File: src/rtl/control_sequencer.sv
// Hardwired control unit: walks fetch T0..T2 and per-opcode execute steps T3..T6,
// decoding datapath strobes as a Moore function of state and IR.
module control_sequencer (
    input  logic        clock,
    input  logic        clear,
    input  logic        start,
    input  logic        stop,
    input  logic [31:0] ir,
    output logic        PCout,
    output logic        IncPC,
    output logic        MARin,
    output logic        memRead,
    output logic        MDRin,
    output logic        MDRout,
    output logic        IRin,
    output logic        Yin,
    output logic        Zin,
    output logic        Zhighout,
    output logic        Zlowout,
    output logic        HIin,
    output logic        LOin,
    output logic [15:0] Rin,
    output logic [15:0] Rout,
    output logic [4:0]  alu_op,
    output logic        run,
    output logic        illegal,
    output logic [3:0]  tstep
);

    typedef enum logic [3:0] {
        T0     = 4'd0,
        T1     = 4'd1,
        T2     = 4'd2,
        T3     = 4'd3,
        T4     = 4'd4,
        T5     = 4'd5,
        T6     = 4'd6,
        HALTED = 4'd15
    } state_t;

    localparam logic [4:0] OP_ADD  = 5'b00011;
    localparam logic [4:0] OP_SUB  = 5'b00100;
    localparam logic [4:0] OP_AND  = 5'b00101;
    localparam logic [4:0] OP_OR   = 5'b00110;
    localparam logic [4:0] OP_DIV  = 5'b01111;
    localparam logic [4:0] OP_MUL  = 5'b10000;
    localparam logic [4:0] OP_NEG  = 5'b10001;
    localparam logic [4:0] OP_NOT  = 5'b10010;
    localparam logic [4:0] OP_NOP  = 5'b11010;
    localparam logic [4:0] OP_HALT = 5'b11011;

    state_t      r_state, w_next, w_boundary;
    logic [4:0]  w_op;
    logic [3:0]  w_ra, w_rb, w_rc;
    logic        w_alu3, w_unary, w_muldiv;
    logic        w_unused_ir;

    logic        w_pcout, w_incpc, w_marin, w_memread, w_mdrin, w_mdrout, w_irin;
    logic        w_yin, w_zin, w_zhighout, w_zlowout, w_hiin, w_loin, w_illegal;
    logic [15:0] w_rin, w_rout;
    logic [4:0]  w_alu_op;

    assign w_op        = ir[31:27];
    assign w_ra        = ir[26:23];
    assign w_rb        = ir[22:19];
    assign w_rc        = ir[18:15];
    assign w_unused_ir = ^ir[14:0];

    assign w_alu3   = (w_op == OP_ADD) || (w_op == OP_SUB) ||
                      (w_op == OP_AND) || (w_op == OP_OR);
    assign w_unary  = (w_op == OP_NEG) || (w_op == OP_NOT);
    assign w_muldiv = (w_op == OP_MUL) || (w_op == OP_DIV);

    // stop is only looked at in the final step of an instruction
    assign w_boundary = stop ? HALTED : T0;

    function automatic logic [15:0] onehot(input logic [3:0] idx);
        return 16'(1) << idx;
    endfunction

    always_ff @(posedge clock or negedge clear) begin
        if (!clear) r_state <= T0;
        else        r_state <= w_next;
    end

    always_comb begin
        w_next     = r_state;
        w_pcout    = 1'b0;
        w_incpc    = 1'b0;
        w_marin    = 1'b0;
        w_memread  = 1'b0;
        w_mdrin    = 1'b0;
        w_mdrout   = 1'b0;
        w_irin     = 1'b0;
        w_yin      = 1'b0;
        w_zin      = 1'b0;
        w_zhighout = 1'b0;
        w_zlowout  = 1'b0;
        w_hiin     = 1'b0;
        w_loin     = 1'b0;
        w_illegal  = 1'b0;
        w_rin      = '0;
        w_rout     = '0;
        w_alu_op   = '0;
        case (r_state)
            T0: begin
                w_pcout = 1'b1;
                w_marin = 1'b1;
                w_incpc = 1'b1;
                w_next  = T1;
            end
            T1: begin
                w_memread = 1'b1;
                w_mdrin   = 1'b1;
                w_next    = T2;
            end
            T2: begin
                w_mdrout = 1'b1;
                w_irin   = 1'b1;
                if (w_alu3 || w_unary || w_muldiv) begin
                    w_next = T3;
                end else if (w_op == OP_HALT) begin
                    w_next = HALTED;
                end else if (w_op == OP_NOP) begin
                    w_next = w_boundary;
                end else begin
                    w_illegal = 1'b1;
                    w_next    = w_boundary;
                end
            end
            T3: begin
                w_alu_op = w_op;
                w_next   = T4;
                if (w_alu3) begin
                    w_rout = onehot(w_rb);
                    w_yin  = 1'b1;
                end else if (w_unary) begin
                    w_rout = onehot(w_rb);
                    w_zin  = 1'b1;
                end else if (w_muldiv) begin
                    w_rout = onehot(w_ra);
                    w_yin  = 1'b1;
                end else begin
                    w_next = w_boundary;
                end
            end
            T4: begin
                w_alu_op = w_op;
                if (w_alu3) begin
                    w_rout = onehot(w_rc);
                    w_zin  = 1'b1;
                    w_next = T5;
                end else if (w_unary) begin
                    w_zlowout = 1'b1;
                    w_rin     = onehot(w_ra);
                    w_next    = w_boundary;
                end else if (w_muldiv) begin
                    w_rout = onehot(w_rb);
                    w_zin  = 1'b1;
                    w_next = T5;
                end else begin
                    w_next = w_boundary;
                end
            end
            T5: begin
                w_alu_op = w_op;
                w_next   = w_boundary;
                if (w_alu3) begin
                    w_zlowout = 1'b1;
                    w_rin     = onehot(w_ra);
                end else if (w_muldiv) begin
                    w_zlowout = 1'b1;
                    w_loin    = 1'b1;
                    w_next    = T6;
                end
            end
            T6: begin
                w_alu_op = w_op;
                w_next   = w_boundary;
                if (w_muldiv) begin
                    w_zhighout = 1'b1;
                    w_hiin     = 1'b1;
                end
            end
            HALTED: begin
                // stop beats start so a held halt request keeps the machine parked
                if (start && !stop) w_next = T0;
            end
            default: w_next = T0;
        endcase
    end

    // clear masks the decode so no strobe escapes while reset is held
    assign PCout    = clear & w_pcout;
    assign IncPC    = clear & w_incpc;
    assign MARin    = clear & w_marin;
    assign memRead  = clear & w_memread;
    assign MDRin    = clear & w_mdrin;
    assign MDRout   = clear & w_mdrout;
    assign IRin     = clear & w_irin;
    assign Yin      = clear & w_yin;
    assign Zin      = clear & w_zin;
    assign Zhighout = clear & w_zhighout;
    assign Zlowout  = clear & w_zlowout;
    assign HIin     = clear & w_hiin;
    assign LOin     = clear & w_loin;
    assign illegal  = clear & w_illegal;
    assign Rin      = clear ? w_rin    : '0;
    assign Rout     = clear ? w_rout   : '0;
    assign alu_op   = clear ? w_alu_op : '0;
    assign run      = (r_state != HALTED);
    assign tstep    = r_state;

endmodule

File: config.mk
export PLATFORM = sky130hd
export DESIGN_NAME = control_sequencer
export DESIGN_NICKNAME = d
export VERILOG_FILES = /design/src/rtl/control_sequencer.sv
export SDC_FILE = /design/constraint.sdc
export NUM_CORES = 1
export LEC_CHECK = 0
export ABC_AREA = 1
export ABC_CLOCK_PERIOD_IN_PS = 2200
export CAP_MARGIN = 10
export CORE_AREA = 2 2 68 70
export DETAILED_ROUTE_END_ITERATION = 10
export DIE_AREA = 0 0 70 72
export PLACE_DENSITY = 0.81
export SYNTH_ARGS = -nofsm -noshare
export SYNTH_HDL_FRONTEND = slang
export SYNTH_SLANG_ARGS = --single-unit
File: constraint.sdc
create_clock -name clock -period 2.2 [get_ports clock]
set_clock_uncertainty 0.05 [all_clocks]
set_input_delay 0.55 -clock clock [delete_from_list [all_inputs] [get_ports clock]]
set_output_delay 0.55 -clock clock [all_outputs]
set_load 0.01 [all_outputs]
==> flow_summary.toml, run 1 <==
[global_route]
grt_start_max_net_pins = 18
grt_pass1_wl_um = 15530
first_global_vias = 3135
grt_overflow = 0
grtUsageTotal_pct = 38.33
antenna_found_initial = 0

[clock_tree]
cts-buffers-inserted = 3
clk_pin_slew_ns = 0.03
clock_latency_ns = 0.22
root_buffer = "clkbuf_8"
cts_hold_repair.buffers = 0
cts.sinks = 4
clk_path_buf_depth = 2
cts_tree = "built"
cts_max_level = 1

[status]
violations = "negative setup slack"
outcome = "complete, but fails checks"

[setup_path]
cp.arrival_ns = 2.02
required_ns = 1.60
crit_type = "primary input to output port"
end_kind = "output port"
start_kind = "primary input"
crit_path_max_fanout = 16

[timing]
hold_violations = 0
drv_slew = 0
post-route-period-util_pct = 119.1
fin_ws_ns = -0.4193
max_freq_mhz = 381.8
rsz0062_at_grt = "yes"
tns_ns = -8.125
tightest_slew_ns = 0.3437
max_slew_margin_pct = 76.89
finalCriticalPeriod_ns = 2.619
setup_viol = 40
hold_ws_ns = 0.3091

[synthesis]
syn_nets = 363
muxShareOfSynthArea_pct = 0
synth_most_common_cell = "nand2_1"
async_flop_share_pct = 100.0
synth_top_area_cell = "nand2_1"
synth.distinct_cells = 26
synth_xor_area_share_pct = 0
synth-compound-area-share_pct = 18.20
seq_area_frac_synth_pct = 5.966
synth_edf_count = 0
synth_common_cells = "nand2_1 (71), nor2_1 (50), o21ai_0 (44), inv_1 (33), nand3_1 (25)"
synth.avg_cell_area_um2 = 5.131
synth-simple-area-share_pct = 59.21
synth-adder-area-share_pct = 0
yosys_warnings = 0
synth-seq-cells = 4
syn_area_mm2 = 0.001678
ys.flop_type = "dfrtp_1"
yosys-top-cells-area = "nand2_1 (16%), o21ai_0 (13%), nor2_1 (11%), nand4_1 (7.8%), nand3_1 (7.5%)"
synth_top_cell_area_share_pct = 15.88
syn_inst = 327
synth_top_family_by_area = "simple AND/OR/NAND/NOR gates"

[hold_path]
hold_class = "primary input to async pin"

[die]
start_util_pct = 39.35
rows = 24
pin_count = 92
fp.coreArea_mm2 = 0.004264
die_x_um = 70
dieArea_mm2 = 0.005040
die_h_um = 72

[route]
drc = 0
drt_iter0_drc = 595
wl_um = 12000
drtPass1Iterations = 8
vias = 3538
ant_nets = 0
wl_per_cell_um = 22.30
vias_per_cell = 6.576

[final_layout]
n_fill_cell = 185
largest_reg_flops = 4
multi_input_area_mm2 = 0.001888
num_antenna_cells = 0
final_util_pct = 90.08
ff_latch_area_um2 = 101.3
fin_nets = 524
area_growth_pct = 128.9
final_cell_area_mm2 = 0.003841
drive_above_1_share_pct = 59.67

[place]
hpwl_um = 5413
dpl_cell_area_mm2 = 0.002974
numPortBuffers = 76
gp_congestion = 0.9837

[pwr]
p_per_area_mw_per_mm2 = 455.1
cellLeakagePower_nw = 1.880
ir_worst_vdd_v = 0.0008574

[flow_run]
maxCapViolations = 0
## cells by family after synthesis
group | Yosys count
AO/OA/AOI/OAI | 58
buffers and inverters | 60
flip-flops | 4
AND/OR/NAND/NOR | 205
## metrics by stage
stage	setup slack [ns]	power [mW]	cells
after floorplan	0.09614	0.5818	327
after global placement	-1.080	1.103	505
after detailed placement	-1.133	1.134	505
after CTS	-0.1932	1.459	534
after global routing	-0.4896	1.811	538
final	-0.4193	1.748	538
## repair_timing
action                                  4_1_cts  5_1_grt
endpoints found under the setup margin       53       50
cloned                                        5        0
buffers inserted                             21        5
gates resized for setup                     396       83
pin swaps                                    33       25
## report_power, final
group	internal, mW	switching (mW)	leakage, nW	total, mW
registers	0.107	0.0287	0.0497	0.135
clock network	0.116	0.0368	0.0216	0.153
logic	0.653	0.807	1.81	1.46
total	0.876	0.873	1.88	1.75
## cell usage in the layout, fill, tap and decap left out, types with 4 or more instances in the layout
cell             netlist  layout
nor2_4                 1      16
o21ai_1                7      25
nand2_2                3      18
buf_6                  3      22
nand2_4                0      10
nor3_4                 0       9
clkbuf_2               1       4
dlygate4sd2_1          0      12
nand4_1               21      21
buf_2                  6      40
clkdlybuf4s50_1        0       6
nand3_2                4       6
inv_1                 33      21
clkdlybuf4s15_2        0       4
inv_2                  2       9
nor3_2                 7       9
nand3_1               25      17
nor4_2                 0       4
buf_12                 0       9
nand3_4                0       6
nor2_1                50      36
o21ai_0               44       4
buf_4                  6      76
o21ai_2                0      22
nand2_1               71      44
## layout make-up
class,instances,area share [%]
sequential,4,2.638
clock buffer,3,1.075
inverter,35,4.007
timing repair buffer,181,41.43
multi-input combinational,263,49.15
tap,52,1.694
## final timing paths
path / start / end / cells after the start / slack, ns
setup / recovery: ir[31] / Rout[13] / 11 / -0.42
hold / removal: clear / tstep[3] / 2 / 0.31
setup reg to reg: tstep[3] / tstep[3] / 9 / 0.43
hold reg to reg: tstep[1] / tstep[1] / 5 / 0.89
max in group asynchronous: clear / tstep[2] / 2 / 1.67
min in group clock: tstep[1] / tstep[1] / 5 / 0.89
## metal layers
metal / wire length [µm] / GRT usage (%) / part of all wire, % / vias to the layer above
met1: 4084 / 44.89 / 34 / 1553
li1: - / - / - / 1421
met2: 5223 / 67.41 / 44 / 407
met4: 1178 / 20.73 / 9.8 / 0
met5: 0 / 0 / 0 / -
met3: 1510 / 6.111 / 13 / 157
## critical path, stage by stage
cell	delay, ns
buf_8	0.12
nor2_4	0.12
nand3_4	0.13
buf_12	0.16
buf_12	0.15
nand2_8	0.08
inv_8	0.07
o21ai_1	0.20
nand2_1	0.14
o21ai_1	0.12
buf_2	0.17
Note: power is estimated with default switching activity, not from simulation.
==> run 2: changes to the inputs <==
- GPL_TIMING_DRIVEN: default -> 0
==> flow_summary.toml, run 2 (synthesis gave the netlist of run 1 again) <==
[route]
ant_nets = 0
drtPass1Iterations = 5
vias = 3020
vias_per_cell = 6.004
drt_iter0_drc = 258
drc = 0
wl_um = 8593
wl_per_cell_um = 17.08

[timing]
rsz0062_at_grt = "yes"
drv_slew = 0
post-route-period-util_pct = 110.7
tightest_slew_ns = 0.4198
setup_viol = 40
max_slew_margin_pct = 72.01
fin_ws_ns = -0.2349
hold_ws_ns = 0.08034
tns_ns = -5.948
finalCriticalPeriod_ns = 2.435
max_freq_mhz = 410.7
hold_violations = 0

[global_route]
grt_pass1_wl_um = 11960
first_global_vias = 2607
grtUsageTotal_pct = 28.45
grt_overflow = 0
grt_start_max_net_pins = 11
antenna_found_initial = 0

[flow_run]
maxCapViolations = 0

[clock_tree]
cts.sinks = 4
cts_tree = "built"
cts-buffers-inserted = 3
cts_max_level = 1
root_buffer = "clkbuf_8"
clk_pin_slew_ns = 0.03
clk_path_buf_depth = 2
cts_hold_repair.buffers = 0
clock_latency_ns = 0.22

[setup_path]
crit_end = "Rout[5]"
worstSetupStartpoint = "ir[30]"
crit_path_max_fanout = 5
cp.arrival_ns = 1.83
r2r_cells = 9
required_ns = 1.60
r2r_start = "tstep[2]"
start_kind = "primary input"
end_kind = "output port"
crit_type = "primary input to output port"
r2r_slack_ns = 0.44
reg2reg_to = "tstep[3]"

[die]
start_util_pct = 39.35
fp.coreArea_mm2 = 0.004264
die_h_um = 72
dieArea_mm2 = 0.005040
die_x_um = 70
pin_count = 92
rows = 24

[hold_path]
hold_class = "primary input to async pin"

[final_layout]
fin_nets = 489
ff_latch_area_um2 = 103.9
n_fill_cell = 269
largest_reg_flops = 4
multi_input_area_mm2 = 0.001812
final_cell_mix = "nand2_1 (56), buf_4 (47), buf_2 (41), nor2_1 (38), o21ai_2 (22)"
area_growth_pct = 101.1
fin_cells = 503
num_antenna_cells = 0
final_common_cell = "nand2_1"
drive_above_1_share_pct = 54.32

[place]
hpwl_um = 4606
dp_cells = 448
gp_congestion = 0.9255
numPortBuffers = 69
preCtsSetupSlack_ns = -1.205

[pwr]
ir_worst_vdd_v = 0.0007151
p_per_area_mw_per_mm2 = 473.3
cellLeakagePower_nw = 1.656
fin_total_pwr_mw = 1.597

[status]
violations = "negative setup slack"
outcome = "complete, but fails checks"
## run 2: changes by cell type in the layout (fill, tap and decap cells not counted), sizes merged
cell           delta
clkdlybuf4s50     +1
buf              -35
dlygate4sd2       -5
clkbuf            +6
clkdlybuf4s15     -2
## run 2: final cells by class
class,count,area share (%)
flip-flops and latches,4,3.078
repair buffers,122,29.96
well taps,52,1.928
clock buffers,3,1.224
inverters,35,4.264
plain buffers,24,5.858
multi-input cells,263,53.69
## run 2: worst min-delay path by stage
stage,cells after the start,end,slack (ns),startpoint
2_1_floorplan,0,tstep[0],0.20,clear
3_3_place_gp,3,tstep[1],0.75,tstep[1]
6_report,1,tstep[0],0.08,clear
5_1_grt,1,tstep[0],0.07,clear
4_1_cts,1,tstep[0],0.07,clear
3_5_place_dp,3,tstep[1],0.76,tstep[1]
## run 2: worst max-delay path, stage by stage
cell and delay (ns):
buf_8 0.11, nor2_4 0.11, nand3_2 0.08, buf_4 0.14, buf_6 0.11, nand3_4 0.07, nand3_4 0.14, buf_6 0.17
buf_6 0.11, o21ai_2 0.09, buf_2 0.14
## run 2: where the power goes
part	leakage (nW)	switching (mW)	internal [mW]
Sequential	0.0470	0.0408	0.109
Combinational	1.59	0.721	0.569
Clock	0.0216	0.0402	0.117
Total	1.66	0.802	0.795
## run 2: per-layer routing
metal  vias up  wire [µm]  global-route usage [%]  part of all wire [%]
li1       1344          -                       -                     -
met1      1387       3089                   35.39                    36
met2       234       4209                   49.74                    49
met3        55        910                   4.028                    11
met4         0        383                   11.54                   4.5
met5         -          0                       0                     0
## run 2: metrics by stage
stage | util, % | area [µm²]
floorplan | - | 1683
global placement | 57.19 | 2439
detailed placement | 57.19 | 2439
CTS | 70.69 | 3014
global route | 79.14 | 3374
finish | 79.14 | 3374
## run 2: timing repair
action	4_1_cts	5_1_grt
setup buffers	36	14
cloned	3	1
resized for setup	366	95
endpoints found under the setup margin	51	45
pin swaps	24	25
endpoints found under the hold margin	0	0
